==> src/rtl/router_arb_merge.sv <==
// Two-input round-robin merge for the router output port.
// Each input is buffered in its own small FIFO; one registered output stage.
//
// Ports:
//   clk, reset           : clock, asynchronous active-high reset
//   in0_data/valid/ready : requester 0 (horizontal path) handshake
//   in1_data/valid/ready : requester 1 (vertical path) handshake
//   out_data/valid/ready : merged output handshake (registered)
//   pkt_count            : saturating count of delivered packets

module router_arb_fifo #(
    parameter int PACK_WIDTH = 44,
    parameter int FIFO_DEPTH = 2
) (
    input  logic                  clk,
    input  logic                  reset,
    input  logic                  push,
    input  logic [PACK_WIDTH-1:0] push_data,
    input  logic                  pop,
    output logic [PACK_WIDTH-1:0] head,
    output logic                  not_empty,
    output logic                  full
);

    localparam int PW = (FIFO_DEPTH > 1) ? $clog2(FIFO_DEPTH) : 1;
    localparam int CW = $clog2(FIFO_DEPTH + 1);
    localparam logic [PW-1:0] LAST = PW'(FIFO_DEPTH - 1);
    localparam logic [CW-1:0] FULL = CW'(FIFO_DEPTH);

    logic [PACK_WIDTH-1:0] mem [FIFO_DEPTH];
    logic [PW-1:0]         rd_ptr;
    logic [PW-1:0]         wr_ptr;
    logic [CW-1:0]         count;

    assign head      = mem[rd_ptr];
    assign not_empty = (count != '0);
    assign full      = (count == FULL);

    // Explicit wrap keeps non-power-of-two depths inside the array.
    always_ff @(posedge clk or posedge reset) begin
        if (reset) begin
            rd_ptr <= '0;
            wr_ptr <= '0;
            count  <= '0;
        end else begin
            if (push)
                wr_ptr <= (wr_ptr == LAST) ? '0 : wr_ptr + 1'b1;
            if (pop)
                rd_ptr <= (rd_ptr == LAST) ? '0 : rd_ptr + 1'b1;
            unique case ({push, pop})
                2'b10:   count <= count + 1'b1;
                2'b01:   count <= count - 1'b1;
                default: count <= count;
            endcase
        end
    end

    // Storage needs no reset: occupancy alone says what is valid.
    always_ff @(posedge clk) begin
        if (push)
            mem[wr_ptr] <= push_data;
    end

endmodule

module router_arb_merge #(
    parameter int PACK_WIDTH = 44,
    parameter int FIFO_DEPTH = 2,
    parameter int CNT_WIDTH  = 16
) (
    input  logic                  clk,
    input  logic                  reset,
    input  logic [PACK_WIDTH-1:0] in0_data,
    input  logic                  in0_valid,
    output logic                  in0_ready,
    input  logic [PACK_WIDTH-1:0] in1_data,
    input  logic                  in1_valid,
    output logic                  in1_ready,
    output logic [PACK_WIDTH-1:0] out_data,
    output logic                  out_valid,
    input  logic                  out_ready,
    output logic [CNT_WIDTH-1:0]  pkt_count
);

    logic [PACK_WIDTH-1:0] head0;
    logic [PACK_WIDTH-1:0] head1;
    logic                  ne0;
    logic                  ne1;
    logic                  full0;
    logic                  full1;
    logic                  push0;
    logic                  push1;
    logic                  pop0;
    logic                  pop1;
    logic                  load_en;
    logic                  last_grant;

    // Ready looks only at registered occupancy, so a full FIFO
    // cannot take a push even on the edge it is popped.
    assign in0_ready = !reset && !full0;
    assign in1_ready = !reset && !full1;
    assign push0     = in0_valid && in0_ready;
    assign push1     = in1_valid && in1_ready;
    assign load_en   = !out_valid || out_ready;

    router_arb_fifo #(
        .PACK_WIDTH(PACK_WIDTH),
        .FIFO_DEPTH(FIFO_DEPTH)
    ) u_fifo0 (
        .clk       (clk),
        .reset     (reset),
        .push      (push0),
        .push_data (in0_data),
        .pop       (pop0),
        .head      (head0),
        .not_empty (ne0),
        .full      (full0)
    );

    router_arb_fifo #(
        .PACK_WIDTH(PACK_WIDTH),
        .FIFO_DEPTH(FIFO_DEPTH)
    ) u_fifo1 (
        .clk       (clk),
        .reset     (reset),
        .push      (push1),
        .push_data (in1_data),
        .pop       (pop1),
        .head      (head1),
        .not_empty (ne1),
        .full      (full1)
    );

    // last_grant=1 means input 1 was served last, so input 0 wins a tie.
    always_comb begin
        pop0 = 1'b0;
        pop1 = 1'b0;
        if (load_en) begin
            unique case (1'b1)
                (ne0 && ne1): begin
                    pop0 = last_grant;
                    pop1 = !last_grant;
                end
                (ne0 && !ne1): pop0 = 1'b1;
                (!ne0 && ne1): pop1 = 1'b1;
                default: ;
            endcase
        end
    end

    always_ff @(posedge clk or posedge reset) begin
        if (reset) begin
            out_data   <= '0;
            out_valid  <= 1'b0;
            last_grant <= 1'b1;
        end else if (load_en) begin
            if (pop0 || pop1) begin
                out_data   <= pop0 ? head0 : head1;
                out_valid  <= 1'b1;
                last_grant <= pop1;
            end else begin
                out_valid  <= 1'b0;
            end
        end
    end

    always_ff @(posedge clk or posedge reset) begin
        if (reset)
            pkt_count <= '0;
        else if (out_valid && out_ready && pkt_count != {CNT_WIDTH{1'b1}})
            pkt_count <= pkt_count + 1'b1;
    end

endmodule

==> config.mk <==
export PLATFORM = sky130hd
export DESIGN_NAME = router_arb_merge
export DESIGN_NICKNAME = d
export VERILOG_FILES = /design/src/rtl/router_arb_merge.sv
export SDC_FILE = /design/constraint.sdc
export NUM_CORES = 1
export LEC_CHECK = 0
export CAP_MARGIN = 20
export CORE_MARGIN = 8
export CORE_UTILIZATION = 63
export DETAILED_ROUTE_END_ITERATION = 16
export DONT_BUFFER_PORTS = 1
export PLACE_DENSITY_LB_ADDON = 0.1
export SYNTH_ARGS = -nofsm -noshare
export SYNTH_HDL_FRONTEND = slang
export SYNTH_SLANG_ARGS = --single-unit
==> constraint.sdc <==
create_clock -name clk -period 7.9 [get_ports clk]
set_clock_uncertainty 0.15 [all_clocks]
set_input_delay 0.79 -clock clk [delete_from_list [all_inputs] [get_ports clk]]
set_output_delay 0.79 -clock clk [all_outputs]
set_load 0.05 [all_outputs]
==> results of run 1 <==
[through the flow]
step	cell area, µm²	setup WS (ns)
after floorplan	9620	3.53
after global routing	10600	4.79
after CTS	10600	4.82
after detailed placement	9830	4.63
final	10600	4.94
after global placement	9790	4.50
[sequential cells by signal (all words and copies together) (netlist names)]
| signal | cells |
|---|---|
| pkt_count | 16 |
| u_fifo1.mem | 88 |
| u_fifo0.wr_ptr | 1 |
| u_fifo0.mem | 88 |
| u_fifo0.count | 2 |
| u_fifo1.rd_ptr | 1 |
| out_valid | 1 |
| u_fifo1.wr_ptr | 1 |
| u_fifo0.rd_ptr | 1 |
| out_data | 44 |
| last_grant | 1 |
| u_fifo1.count | 2 |
[critical path, cell delays in order, from the launching register on]
cell      delay, ns
dfrtp_1        0.51
inv_1          0.08
a21oi_1        0.85
clkbuf_1       0.19
and3_2         0.58
buf_12         0.28
[layer usage]
metal,up-vias,share of wire
li1,2223,-
met1,2325,0.38
met2,143,0.50
met3,24,0.099
met4,0,0.017
met5,-,0
[path summary, 6_finish.rpt]
path | from | endpoint | slack, ns | cells past startpoint
min reg2reg | last_grant$_DFFE_PP1P_ | last_grant$_DFFE_PP1P_ | 0.39 | 1
max | u_fifo1.count[0]$_DFFE_PP0P_ | u_fifo1.mem[1][24]$_DFFE_PP_ | 4.94 | 5
min in group asynchronous | reset | out_data[39]$_DFFE_PP0P_ | 0.55 | 2
min | in1_data[28] | u_fifo1.mem[1][28]$_DFFE_PP_ | 0.22 | 0
max in group asynchronous | reset | u_fifo0.rd_ptr$_DFFE_PP0N_ | 5.99 | 3
max reg2reg | u_fifo1.count[0]$_DFFE_PP0P_ | u_fifo1.mem[1][24]$_DFFE_PP_ | 4.94 | 5
[cell type report]
type | count | area (µm²) | area share
well taps | 188 | 235 | 0.0222
multi-input cells | 310 | 2430 | 0.229
inverters | 5 | 20.0 | 0.00189
clock inverters | 19 | 116 | 0.0110
flip-flops and latches | 246 | 7040 | 0.664
repair buffers | 13 | 121 | 0.0114
clock buffers | 27 | 643 | 0.0606
[cell usage in the layout (no fill, tap or decap), types with 8 or more instances in the layout]
cell type and count:
buf_4 9, nand4_1 9, a21oi_1 8, clkinv_2 9, o21ai_0 23, xor2_1 11, edfxtp_1 176, clkbuf_16 25
mux2i_1 88, o21ai_1 22, dfrtp_1 67, mux2_2 45, xnor2_1 12, clkinv_1 8, nand2_1 54
[what timing repair did]
| action | in CTS | in global routing |
|---|---|---|
| hold buffers | 1 | 0 |
| resized for setup | 0 | 0 |
| endpoints found under the hold margin | 19 | 0 |
[power groups by stage]
| stage | sequential (µW) | clock [µW] | combinational, µW |
|---|---|---|---|
| 2_1_floorplan | 2280 | 0 | 814 |
| 3_3_place_gp | 2360 | 0 | 916 |
| 3_5_place_dp | 2370 | 0 | 952 |
| 4_1_cts | 2340 | 1090 | 957 |
| 5_1_grt | 2370 | 1150 | 1040 |
| 6_report | 2340 | 1080 | 937 |
[logic make-up after synthesis]
family                   share of synthesized area
AO/OA/AOI/OAI                               0.0382
XOR/XNOR                                    0.0209
adder cells (fa/ha/maj)                    0.00390
buffers and inverters                       0.0177
flip-flops                                   0.732
multiplexers                                 0.144
AND/OR/NAND/NOR                             0.0434
==> flow_metrics.py, run 1 <==
metrics = {
    "run_status": {
        "status": "finished clean",
    },
    "global_route": {
        "antenna_found_initial": 0,
        "grt_max_degree": 52,
        "grt_pass1_vias": 4910,
        "grt_overflow": 0,
        "grt_first_pass_wirelength_um": 27800,
        "grt_use_met1": 0.212,
        "grt_usage": 0.184,
        "grt.met3_usage": 0.0793,
        "met2_usage": 0.311,
        "busiest_layer": "met2",
    },
    "yosys": {
        "ys_warn_count": 0,
        "synthArstFlopShare": 0.285,
        "yosys_register_bits": 246,
        "synth_nets": 684,
        "ys_seq_area_frac": 0.732,
        "synth_area_per_cell_um2": 16.4,
        "synth_cells": 588,
        "synth_top_area_frac": 0.549,
        "synth_commonest_cells": "edfxtp_1, mux2i_1, dfrtp_1, nand2_1, mux2_2",
        "yosysMostFrequentCell": "edfxtp_1",
        "synth_edf_count": 176,
        "synthesis.area_mm2": 0.00962,
        "synth_top_cell_by_area": "edfxtp_1",
        "synth_area_leaders": "edfxtp_1, dfrtp_1, mux2i_1, mux2_2, nand2_1",
        "synthFlopType": "edfxtp_1",
        "ys_types": 36,
    },
    "cts": {
        "cts_max_level": 1,
        "cts_tree": "done",
        "clk_latency_ns": 0.51,
        "cts_buffer_depth": 3,
        "post_cts_buffers": 0,
        "cts_root_buf": "clkbuf_16",
        "cts_inserted_buffers": 25,
        "cts.sinks": 246,
        "clk_pin_slew_ns": 0.06,
    },
    "finish": {
        "num_antenna_cells": 0,
        "fillers": 988,
        "utilization": 0.703,
        "num-nets-final": 697,
        "areaGrowthSynthToFinish_pct": 10.2,
        "layout-drive-gt1-share": 0.169,
        "finalNonFillerCells": 808,
    },
    "sta": {
        "rsz0062_at_grt": "false",
        "hold_viol_final": 0,
        "period_minus_slack_ns": 2.96,
        "fmax_ghz": 0.338,
        "max_slew_margin": 0.260,
        "totalNegativeSetupSlack_ns": 0,
        "min_period_over_period": 0.375,
        "setup_viol": 0,
        "whs_ns": 0.218,
        "drv_slew": 0,
        "worst_pin_slew_ns": 1.11,
    },
    "place": {
        "dp_cells": 760,
        "dp_hpwl_um": 11500,
        "portBuffers": 0,
        "globalplace.congestion": 0.778,
    },
    "routing": {
        "viasPerCell": 5.84,
        "ant_nets": 0,
        "drcViolationCount": 0,
        "first_pass_iters": 4,
        "drt-initial-drc-count": 253,
        "vias": 4715,
        "drt_wl_total_um": 17800,
        "wl_per_cell_um": 22.1,
    },
    "setup_path": {
        "cp_data_arrival_time_ns": 3.01,
        "critPathKind": "flop to flop",
        "cp_data_required_time_ns": 7.95,
        "critPathCaptureType": "flop",
        "worstPathMaxFanout": 24,
        "critPathLaunchType": "flop",
    },
    "floorplanning": {
        "rows": 45,
        "core_area_mm2": 0.0151,
        "die_area_mm2": 0.0195,
        "fp.dieW_um": 140,
        "start_util": 0.638,
        "die_h_um": 140,
        "pin_count": 156,
    },
    "power_and_ir_drop": {
        "clkPwrFrac": 0.247,
        "cellLeakagePower_uw": 0.00403,
        "power.switching_uw": 1630,
        "switching_share": 0.374,
        "power_uw": 4350,
        "p_comb_frac": 0.215,
        "seqPwrFrac": 0.537,
        "powerDensity_mw_per_mm2": 410,
        "peakVddDrop_v": 0.000271,
        "p_int_uw": 2730,
    },
    "min_path": {
        "hp-class": "primary input to flop",
    },
    "flow_run": {
        "cap_violations": 0,
    },
}
Power figures use the tool's default switching activity.
==> run 2: changes to the inputs <==
==> constraint.sdc (replaced) <==
create_clock -name clk -period 3.1 [get_ports clk]
set_clock_uncertainty 0.15 [all_clocks]
set_input_delay 0.31 -clock clk [delete_from_list [all_inputs] [get_ports clk]]
set_output_delay 0.31 -clock clk [all_outputs]
set_load 0.05 [all_outputs]
==> run 2 against run 1 <==
Core utilization up 6.8 points. Die area unchanged. Cell area up 9.7%. Sequential share of layout area down 5.9 points. Worst setup slack worse by 4.1 ns. Register-to-register slack worse by 4.1 ns. Sequential power rose to 2.6 times the previous value. First-iteration DRC count up 37%. Hold slack worse by 0.19 ns. Count of clock-buffer cells in the layout up 11. Routed wire length up 16%. Clock power rose to 2.7 times the previous value. Largest power group unchanged.
==> flow_metrics.py, run 2 (same netlist as run 1, synthesis figures left out) <==
metrics = {
    "setup_path": {
        "cp_data_arrival_time_ns": 2.34,
        "path_cells": "inv_1 -> a21oi_1 -> buf_4 -> nand2_1 -> nor2_4 -> buf_12",
        "critPathCaptureType": "flop",
        "critPathKind": "flop to flop",
        "cpPeakStageDelay_ns": 0.53,
        "crit_family": "buffers and inverters",
        "path_buf_inv": 3,
        "r2r_setup_slack_ns": 0.80,
        "cp_data_required_time_ns": 3.14,
        "worstPathMaxFanout": 32,
        "critPathLaunchType": "flop",
        "crit_slowest_cell": "dfrtp_1",
    },
    "floorplanning": {
        "die_h_um": 140,
        "rows": 45,
        "start_util": 0.638,
        "pin_count": 156,
        "fp.dieW_um": 140,
        "die_area_mm2": 0.0195,
        "core_area_mm2": 0.0151,
    },
    "global_route": {
        "grt_overflow": 0,
        "antenna_found_initial": 1,
        "grt_first_pass_wirelength_um": 32700,
        "grt_usage": 0.213,
        "grt_max_degree": 75,
        "grt_pass1_vias": 5823,
    },
    "sta": {
        "max_slew_margin": 0.490,
        "rsz0062_at_grt": "false",
        "min_period_over_period": 0.742,
        "totalNegativeSetupSlack_ns": 0,
        "hold_viol_final": 0,
        "layout_setup_ws_ns": 0.798,
        "fmax_ghz": 0.434,
        "worst_pin_slew_ns": 0.765,
        "setup_viol": 0,
        "period_minus_slack_ns": 2.30,
        "drv_slew": 0,
    },
    "finish": {
        "fillers": 858,
        "layout-drive-gt1-share": 0.152,
        "final_cell_mix": "edfxtp_1, dlygate4sd3_1, mux2i_1, dfrtp_1, nand2_1",
        "areaGrowthSynthToFinish_pct": 21.0,
        "top_regs": "u_fifo0.mem x88, u_fifo1.mem x88, out_data x44",
        "final_common_cell": "edfxtp_1",
        "num-nets-final": 790,
    },
    "cts": {
        "clk_latency_ns": 0.50,
        "clk_pin_slew_ns": 0.06,
        "post_cts_buffers": 0,
        "cts.sinks": 246,
        "cts_buffer_depth": 3,
        "cts_root_buf": "clkbuf_16",
        "cts_max_level": 1,
        "cts_tree": "done",
        "cts_inserted_buffers": 24,
        "cts_resized": 0,
    },
    "routing": {
        "drt-initial-drc-count": 346,
        "first_pass_iters": 4,
        "drcViolationCount": 0,
        "viasPerCell": 5.86,
        "vias": 5280,
        "drt_wl_total_um": 20700,
        "wl_per_cell_um": 23.0,
        "ant_nets": 0,
    },
    "place": {
        "place_ws_ns": 0.810,
        "dp_hpwl_um": 12700,
        "portBuffers": 0,
        "globalplace.congestion": 0.784,
    },
    "power_and_ir_drop": {
        "peakVddDrop_v": 0.000649,
        "powerDensity_mw_per_mm2": 988,
        "cellLeakagePower_uw": 0.00446,
    },
    "run_status": {
        "status": "finished clean",
    },
    "flow_run": {
        "cap_violations": 0,
    },
    "min_path": {
        "hp-class": "primary input to flop",
    },
}
[run 2: cell count changes in the layout (fill, tap and decap cells not counted), sizes merged]
cell and change:
clkinv -11, clkinvlp -1, inv -1, diode +1, buf +4, clkbuf +10, dlygate4sd3 +91
[run 2: layer usage]
layer	wire length, µm	share of wire	vias up	track usage
li1	-	-	2403	-
met1	8140	0.39	2671	0.258
met2	10700	0.52	177	0.375
met3	1530	0.074	29	0.0564
met4	331	0.016	0	0.0543
met5	0	0	-	0
[run 2: area by class of cell]
type,instances,area [µm²],share of cell area
inverters,5,20.0,0.00172
well taps,188,235,0.0202
clock inverters,6,53.8,0.00462
clock buffers,38,746,0.0641
diodes,1,2.50,0.000215
flip-flops and latches,246,7040,0.605
multi-input cells,310,2430,0.209
repair buffers,107,1110,0.0953
[run 2: what timing repair did]
item                                    in CTS  in global routing
hold buffers                                92                  0
endpoints found under the setup margin       0                  0
endpoints found under the hold margin      251                  0
[run 2: through the flow]
stage               total power (µW)  cells  area, µm²  hold slack [ns]   util
finish                         11500    901      11600           0.0331  0.771
global route                   12000    901      11600           0.0323  0.771
CTS                            11600    900      11600          0.00861  0.771
detailed placement              8570    764       9910           0.0149  0.657
global placement                8460    764       9910           0.0163  0.657
floorplan                       7880    588       9640            0.259      -
[run 2: worst register-to-register path, stage by stage (launching register included)]
cell,delay [ns]
dfrtp_1,0.53
inv_1,0.07
a21oi_1,0.14
buf_4,0.23
nand2_1,0.17
nor2_4,0.40
buf_12,0.29
[run 2: where the power goes]
part           leakage (µW)  total [µW]  switching (µW)  internal, µW
Clock              0.000396        2870            1140          1730
Sequential          0.00246        6030            1780          4250
Combinational       0.00160        2600            1340          1260
[run 2: final timing paths]
check                                          endpoint  depth (start not counted)                    startpoint
max reg2reg                u_fifo1.mem[0][43]$_DFFE_PP_                          6  u_fifo1.count[0]$_DFFE_PP0P_
min in group asynchronous      out_data[28]$_DFFE_PP0P_                          2                         reset
max in group asynchronous      pkt_count[2]$_DFFE_PP0P_                          3                         reset
min                           pkt_count[11]$_DFFE_PP0P_                          4                     out_ready
max                        u_fifo1.mem[0][43]$_DFFE_PP_                          6  u_fifo1.count[0]$_DFFE_PP0P_
min reg2reg                      last_grant$_DFFE_PP1P_                          1        last_grant$_DFFE_PP1P_
